--- src/rtl/dram_request_arbiter.sv ---
// Fixed-priority arbiter serialising SPI / bus-read / bus-write DRAM requests onto one controller command channel.
// Optional grant statistics counters are compiled in when ARB_STATS_EN is defined.
module dram_request_arbiter #(
  parameter int STARVE_LIMIT   = 8,
  parameter int TIMEOUT_CYCLES = 1023,
  parameter int TO_W           = 10
) (
  input  logic        clock,
  input  logic        reset_L,
  input  logic        load_address_spi,
  input  logic        load_address_busread,
  input  logic        load_address_buswrite,
  input  logic        dram_read_enbl_spi,
  input  logic        dram_read_enbl_busread,
  input  logic        dram_write_enbl_spi,
  input  logic        dram_write_enbl_buswrite,
  input  logic [15:0] dram_writedata_spi,
  input  logic [15:0] dram_writedata_buswrite,
  output logic        ctl_cmd_valid,
  input  logic        ctl_cmd_ready,
  output logic [1:0]  ctl_cmd_type,
  output logic [1:0]  ctl_addr_sel,
  output logic [15:0] ctl_writedata,
  input  logic        ctl_done,
  input  logic [15:0] ctl_readdata,
  output logic        done_spi,
  output logic        done_busread,
  output logic        done_buswrite,
  output logic [15:0] dram_readdata,
  output logic [2:0]  overrun_err,
  output logic        timeout_err,
  output logic [1:0]  dbg_state
`ifdef ARB_STATS_EN
  ,
  output logic [15:0] grant_cnt_spi,
  output logic [15:0] grant_cnt_busread,
  output logic [15:0] grant_cnt_buswrite
`endif
);

  // Command channel: a command transfers on a cycle where ctl_cmd_valid and
  // ctl_cmd_ready are both high; valid and the command fields stay stable until then.
  typedef enum logic [1:0] {IDLE = 2'd0, ISSUE = 2'd1, WAIT_DONE = 2'd2} state_t;

  localparam int SC_W = $clog2(STARVE_LIMIT + 1);
  localparam logic [SC_W-1:0] STARVE_MAX = SC_W'(STARVE_LIMIT);
  localparam logic [SC_W-1:0] SC_ONE     = 1;
  localparam logic [TO_W-1:0] TO_LAST    = TO_W'(TIMEOUT_CYCLES - 1);
  localparam logic [TO_W-1:0] TO_ONE     = 1;

  localparam int P_SPI_LD = 0;
  localparam int P_SPI_WR = 1;
  localparam int P_SPI_RD = 2;
  localparam int P_BR_LD  = 3;
  localparam int P_BR_RD  = 4;
  localparam int P_BW_LD  = 5;
  localparam int P_BW_WR  = 6;

  localparam logic [1:0] T_LD = 2'd0;
  localparam logic [1:0] T_RD = 2'd1;
  localparam logic [1:0] T_WR = 2'd2;
  localparam logic [1:0] SEL_SPI = 2'd0;
  localparam logic [1:0] SEL_BR  = 2'd1;
  localparam logic [1:0] SEL_BW  = 2'd2;

  state_t            state_q, state_d;
  logic [6:0]        pend_q, pend_d;
  logic [15:0]       wdata_spi_q, wdata_spi_d;
  logic [15:0]       wdata_bw_q, wdata_bw_d;
  logic [SC_W-1:0]   starve_q, starve_d;
  logic [TO_W-1:0]   to_q, to_d;
  logic              valid_q, valid_d;
  logic [1:0]        type_q, type_d;
  logic [1:0]        sel_q, sel_d;
  logic [15:0]       cwdata_q, cwdata_d;
  logic [2:0]        done_q, done_d;
  logic [15:0]       rdata_q, rdata_d;
  logic [2:0]        ovr_q, ovr_d;
  logic              tmo_q, tmo_d;

  logic [6:0] strb;
  logic [6:0] clr;
  logic [6:0] ovr_hit;
  logic       grant;
  logic [1:0] win;
  logic       spi_pend, br_pend, bw_pend;

  assign strb = {dram_write_enbl_buswrite, load_address_buswrite,
                 dram_read_enbl_busread, load_address_busread,
                 dram_read_enbl_spi, dram_write_enbl_spi, load_address_spi};

  assign spi_pend = |pend_q[P_SPI_RD:P_SPI_LD];
  assign br_pend  = |pend_q[P_BR_RD:P_BR_LD];
  assign bw_pend  = |pend_q[P_BW_WR:P_BW_LD];

`ifdef ARB_STATS_EN
  logic [15:0] gcnt_spi_q, gcnt_spi_d;
  logic [15:0] gcnt_br_q, gcnt_br_d;
  logic [15:0] gcnt_bw_q, gcnt_bw_d;
`endif

  always_comb begin
    state_d  = state_q;
    clr      = '0;
    grant    = 1'b0;
    win      = SEL_SPI;
    valid_d  = valid_q;
    type_d   = type_q;
    sel_d    = sel_q;
    cwdata_d = cwdata_q;
    done_d   = '0;
    rdata_d  = rdata_q;
    tmo_d    = tmo_q;
    to_d     = to_q;
    starve_d = spi_pend ? starve_q : '0;

    case (state_q)
      IDLE: begin
        if (|pend_q) begin
          grant = 1'b1;
          if (spi_pend && (starve_q == STARVE_MAX || !(br_pend || bw_pend))) win = SEL_SPI;
          else if (bw_pend) win = SEL_BW;
          else win = SEL_BR;
          // Inside one requester: load, then write, then read.
          case (win)
            SEL_SPI: begin
              if (pend_q[P_SPI_LD]) begin
                type_d = T_LD;
                clr[P_SPI_LD] = 1'b1;
              end else if (pend_q[P_SPI_WR]) begin
                type_d = T_WR;
                cwdata_d = wdata_spi_q;
                clr[P_SPI_WR] = 1'b1;
              end else begin
                type_d = T_RD;
                clr[P_SPI_RD] = 1'b1;
              end
            end
            SEL_BR: begin
              if (pend_q[P_BR_LD]) begin
                type_d = T_LD;
                clr[P_BR_LD] = 1'b1;
              end else begin
                type_d = T_RD;
                clr[P_BR_RD] = 1'b1;
              end
            end
            default: begin
              if (pend_q[P_BW_LD]) begin
                type_d = T_LD;
                clr[P_BW_LD] = 1'b1;
              end else begin
                type_d = T_WR;
                cwdata_d = wdata_bw_q;
                clr[P_BW_WR] = 1'b1;
              end
            end
          endcase
          sel_d   = win;
          valid_d = 1'b1;
          state_d = ISSUE;
          if (win == SEL_SPI) starve_d = '0;
          else if (spi_pend && starve_q != STARVE_MAX) starve_d = starve_q + SC_ONE;
        end
      end
      ISSUE: begin
        if (ctl_cmd_ready) begin
          valid_d = 1'b0;
          to_d    = '0;
          state_d = WAIT_DONE;
        end
      end
      WAIT_DONE: begin
        if (ctl_done) begin
          case (sel_q)
            SEL_SPI: done_d[0] = 1'b1;
            SEL_BR:  done_d[1] = 1'b1;
            default: done_d[2] = 1'b1;
          endcase
          if (type_q == T_RD) rdata_d = ctl_readdata;
          state_d = IDLE;
        end else if (to_q == TO_LAST) begin
          tmo_d   = 1'b1;
          state_d = IDLE;
        end else begin
          to_d = to_q + TO_ONE;
        end
      end
      default: state_d = IDLE;
    endcase

    // A strobe landing on its own grant cycle is a fresh request, not an overrun.
    ovr_hit = strb & pend_q & ~clr;
    pend_d  = (pend_q & ~clr) | strb;
    ovr_d   = ovr_q | {|ovr_hit[P_BW_WR:P_BW_LD], |ovr_hit[P_BR_RD:P_BR_LD], |ovr_hit[P_SPI_RD:P_SPI_LD]};
    wdata_spi_d = (dram_write_enbl_spi && !ovr_hit[P_SPI_WR]) ? dram_writedata_spi : wdata_spi_q;
    wdata_bw_d  = (dram_write_enbl_buswrite && !ovr_hit[P_BW_WR]) ? dram_writedata_buswrite : wdata_bw_q;
  end

`ifdef ARB_STATS_EN
  always_comb begin
    gcnt_spi_d = gcnt_spi_q;
    gcnt_br_d  = gcnt_br_q;
    gcnt_bw_d  = gcnt_bw_q;
    if (grant && win == SEL_SPI && gcnt_spi_q != 16'hFFFF) gcnt_spi_d = gcnt_spi_q + 16'd1;
    if (grant && win == SEL_BR && gcnt_br_q != 16'hFFFF) gcnt_br_d = gcnt_br_q + 16'd1;
    if (grant && win == SEL_BW && gcnt_bw_q != 16'hFFFF) gcnt_bw_d = gcnt_bw_q + 16'd1;
  end

  always_ff @(posedge clock or negedge reset_L) begin
    if (!reset_L) begin
      gcnt_spi_q <= '0;
      gcnt_br_q  <= '0;
      gcnt_bw_q  <= '0;
    end else begin
      gcnt_spi_q <= gcnt_spi_d;
      gcnt_br_q  <= gcnt_br_d;
      gcnt_bw_q  <= gcnt_bw_d;
    end
  end

  assign grant_cnt_spi      = gcnt_spi_q;
  assign grant_cnt_busread  = gcnt_br_q;
  assign grant_cnt_buswrite = gcnt_bw_q;
`endif

  always_ff @(posedge clock or negedge reset_L) begin
    if (!reset_L) begin
      state_q     <= IDLE;
      pend_q      <= '0;
      wdata_spi_q <= '0;
      wdata_bw_q  <= '0;
      starve_q    <= '0;
      to_q        <= '0;
      valid_q     <= 1'b0;
      type_q      <= '0;
      sel_q       <= '0;
      cwdata_q    <= '0;
      done_q      <= '0;
      rdata_q     <= '0;
      ovr_q       <= '0;
      tmo_q       <= 1'b0;
    end else begin
      state_q     <= state_d;
      pend_q      <= pend_d;
      wdata_spi_q <= wdata_spi_d;
      wdata_bw_q  <= wdata_bw_d;
      starve_q    <= starve_d;
      to_q        <= to_d;
      valid_q     <= valid_d;
      type_q      <= type_d;
      sel_q       <= sel_d;
      cwdata_q    <= cwdata_d;
      done_q      <= done_d;
      rdata_q     <= rdata_d;
      ovr_q       <= ovr_d;
      tmo_q       <= tmo_d;
    end
  end

  assign ctl_cmd_valid = valid_q;
  assign ctl_cmd_type  = type_q;
  assign ctl_addr_sel  = sel_q;
  assign ctl_writedata = cwdata_q;
  assign done_spi      = done_q[0];
  assign done_busread  = done_q[1];
  assign done_buswrite = done_q[2];
  assign dram_readdata = rdata_q;
  assign overrun_err   = ovr_q;
  assign timeout_err   = tmo_q;
  assign dbg_state     = state_q;

endmodule
--- config.mk ---
export PLATFORM = sky130hd
export DESIGN_NAME = dram_request_arbiter
export DESIGN_NICKNAME = d
export VERILOG_FILES = /design/src/rtl/dram_request_arbiter.sv
export SDC_FILE = /design/constraint.sdc
export NUM_CORES = 1
export LEC_CHECK = 0
export ABC_AREA = 1
export ABC_CLOCK_PERIOD_IN_PS = 3800
export CORE_MARGIN = 4
export CORE_UTILIZATION = 40
export DETAILED_ROUTE_END_ITERATION = 16
export PLACE_DENSITY_LB_ADDON = 0.05
export SLEW_MARGIN = 20
export SYNTH_ARGS = -nofsm -noshare
export SYNTH_HDL_FRONTEND = slang
export SYNTH_SLANG_ARGS = --single-unit
--- constraint.sdc ---
create_clock -name clock -period 3.8 [get_ports clock]
set_input_delay 0.76 -clock clock [delete_from_list [all_inputs] [get_ports clock]]
set_output_delay 0.76 -clock clock [all_outputs]
set_load 0.01 [all_outputs]
==> flow_summary.ini <==
[critical_path]
most_frequent_cp_cell = nand2_1
worst_endpoint_required_time_ps = 4020
end_kind = flip-flop
critical_path.max_stage_delay_ps = 400
ff2ff_setup_slack_ps = 1430
worst-path-max-fanout = 23
worst-r2r-cell-count = 10
worst-endpoint-arrival_ps = 2590
capture_instance_of_the_worst_register_to_register_path = wdata_bw_q[13]
path_class = reg2reg
path_buf_inv = 1
start_kind = flip-flop
r2r-start = starve_q[0]
slowest_cell_on_the_critical_path = dfrtp_1
cpLargestDelayFamily = simple AND/OR/NAND/NOR gates
cp_cell_sequence = inv_1 > ha_1 > nand3_1 > nand2_1 > nand2_2 > nand3_4 > nand2_4 > nand2_4 > nand2_1 > nand2_1

[global_routing]
grt_start_max_net_pins = 100
globalRouteTotalUtil_pct = 17.3
overflow = 0
number_of_antenna_violations_at_the_first_check_in_global_routing = 0
grt_pass1_vias = 3809
grt_first_pass_wirelength_um = 18300

[cells_and_area]
syn2layout_area_growth_pct = 31.0
fin_nets = 692
non_filler_cells_final = 772
num_antenna_cells = 0
finalCoreUtilization_pct = 54.0
fillCellCount = 1030
post_route_cells_drive_above_1_share_pct = 5.54
most-common-layout-cells = nand2_1 (205), clkdlybuf4s50_1 (103), dfrtp_1 (99)
most_common_library_cell_in_the_layout_ignoring_fill_and_taps = nand2_1

[power_and_ir_drop]
power_w = 0.00385
power.share.switching_pct = 33.8
comb_power_share_pct = 35.3
power.clock.fraction_pct = 24.2
internal_power_w = 0.00255
max-vdd-ir-drop_mv = 0.290
netSwitchingPower_w = 0.00130
p_seq_share_pct = 40.5
p_leak_nw = 2.92
power_density_nw_per_um2 = 648

[timing]
relSlewSlack_pct = 39.3
tightest_slew_ps = 907
finalMaxSlewViolations = 0
post-route-min-period_ps = 2370
post_route_hold_slack_ps = 464
setup_viol_count_final = 0
fin_setup_tns_ps = 0
rsz_0062_raised_after_global_routing = false
maxClockFrequency_mhz = 422
final-hold-violation-count = 0
final_min_period_over_clock_period_pct = 62.3
clock_skew_ps = 4.59

[route]
postRouteWirelength_um = 10800
initialDrtViolationCount = 225
avgViaCountPerCell = 4.80
dr_total_vias = 3703
wl_per_cell_um = 13.9
ant_nets = 0
drt_pre_antenna_iters = 4
drc = 0

[clocking]
tritoncts_clock_tree = done
clock_path_buffers = 2
clock_latency_ps = 330
post_cts.repair.setup_buffers = 0
holdBufCountCts = 0
cts_made_buffers = 9
cts.repair.resized = 0
cts-root-buf = clkbuf_16
num_clock_sinks = 99
cts_max_level = 3
clkSlewWorstSetupHoldPaths_ps = 60

[place]
portBuffers = 104
placed_cell_count = 758
post-dp-hpwl_um = 7550
gp_routability_congestion = 0.808

[yosys]
dominantRegCellSynth = dfrtp_1
synthArstFlopShare_pct = 100
synth_cell_types = 34
proportion_of_synthesized_chip_area_in_sequential_cells_pct = 54.7
number_of_flops_mapped_to_enable_cells_by_yosys = 0
synth_area_per_cell_um2 = 8.53
ys.warnings.count = 0
post_synth_inst_count = 531
netlist_area_um2 = 4530
mappedNetlistNets = 594
number_of_synthesized_register_bits = 99

[die]
initial_core_util_pct = 41.2
rows = 38
chipHeight_um = 114
die_area_um2 = 13100
ioPinCount = 105
chipWidth_um = 114
coreArea_um2 = 11000

[flow_run]
max_cap_violations = 0

[status]
run_status = complete, no violations

[hold_path]
timing.hold.worst.class = in2async
per-layer routing:
metal / GRT usage (%) / routed length (µm)
met5: 0 / 0
met4: 6.02 / 163
met3: 2.85 / 477
met2: 27.9 / 4880
met1: 23.7 / 5240
worst max path at each step:
stage,startpoint,cells after the start,endpoint
after floorplan,dram_write_enbl_buswrite,4,wdata_bw_q[10]
after global placement,ctl_done,4,dram_readdata[13]
after detailed placement,ctl_done,4,dram_readdata[14]
after CTS,starve_q[0],10,wdata_bw_q[13]
after global routing,starve_q[0],10,wdata_bw_q[7]
final,starve_q[0],10,wdata_bw_q[13]
metrics by stage:
| stage | cell area (µm²) | worst slack (ps) |
|---|---|---|
| after global routing | 5930 | 1170 |
| after CTS | 5930 | 1390 |
| after global placement | 5640 | 1340 |
| after detailed placement | 5640 | 1310 |
| after floorplan | 4530 | 2200 |
| final | 5930 | 1430 |
power groups by stage:
stage,registers (W),clock network [W],logic (W)
4_1_cts,0.00156,0.000958,0.00138
5_1_grt,0.00160,0.00100,0.00154
2_1_floorplan,0.00163,0,0.000725
3_5_place_dp,0.00158,0,0.00137
3_3_place_gp,0.00157,0,0.00135
6_report,0.00156,0.000932,0.00136
cell families (layout without fill, tap and decap cells):
family / count (synthesis) / count (layout) / synth area share [%]
AND/OR/NAND/NOR: 315 / 315 / 30.8
flip-flops: 99 / 99 / 54.7
buffers and inverters: 66 / 167 / 6.93
AO/OA/AOI/OAI: 41 / 41 / 5.33
XOR/XNOR: 6 / 6 / 1.16
adder cells (fa/ha/maj): 4 / 4 / 1.11
flip-flops by register name, indices dropped and copies added, names as in the netlist:
name	count
ctl_addr_sel	2
ctl_cmd_type	2
ctl_cmd_valid	1
ctl_writedata	16
dbg_state	2
done_q	3
dram_readdata	16
overrun_err	3
pend_q	7
starve_q	4
timeout_err	1
to_q	10
wdata_bw_q	16
wdata_spi_q	16
synth_stat cells (5+ instances only):
library cell / n / share of area, %
buf_2: 5 / 0.55
buf_4: 7 / 1.2
dfrtp_1: 99 / 55
inv_1: 45 / 3.7
nand2_1: 205 / 17
nand2_2: 8 / 1.1
nand3_1: 67 / 7.4
nand4_1: 7 / 0.97
nor2_1: 14 / 1.2
o21ai_0: 26 / 2.9
xor2_1: 5 / 0.97
final cells by class:
type / count / area [µm²] / share of cell area [%]
well taps: 140 / 175 / 2.95
inverters: 46 / 173 / 2.91
clock buffers: 11 / 233 / 3.92
flip-flops and latches: 99 / 2480 / 41.7
multi-input cells: 366 / 1740 / 29.3
clock inverters: 3 / 65.1 / 1.10
repair buffers: 107 / 1070 / 18.1
(Power assumes the default switching activity.)
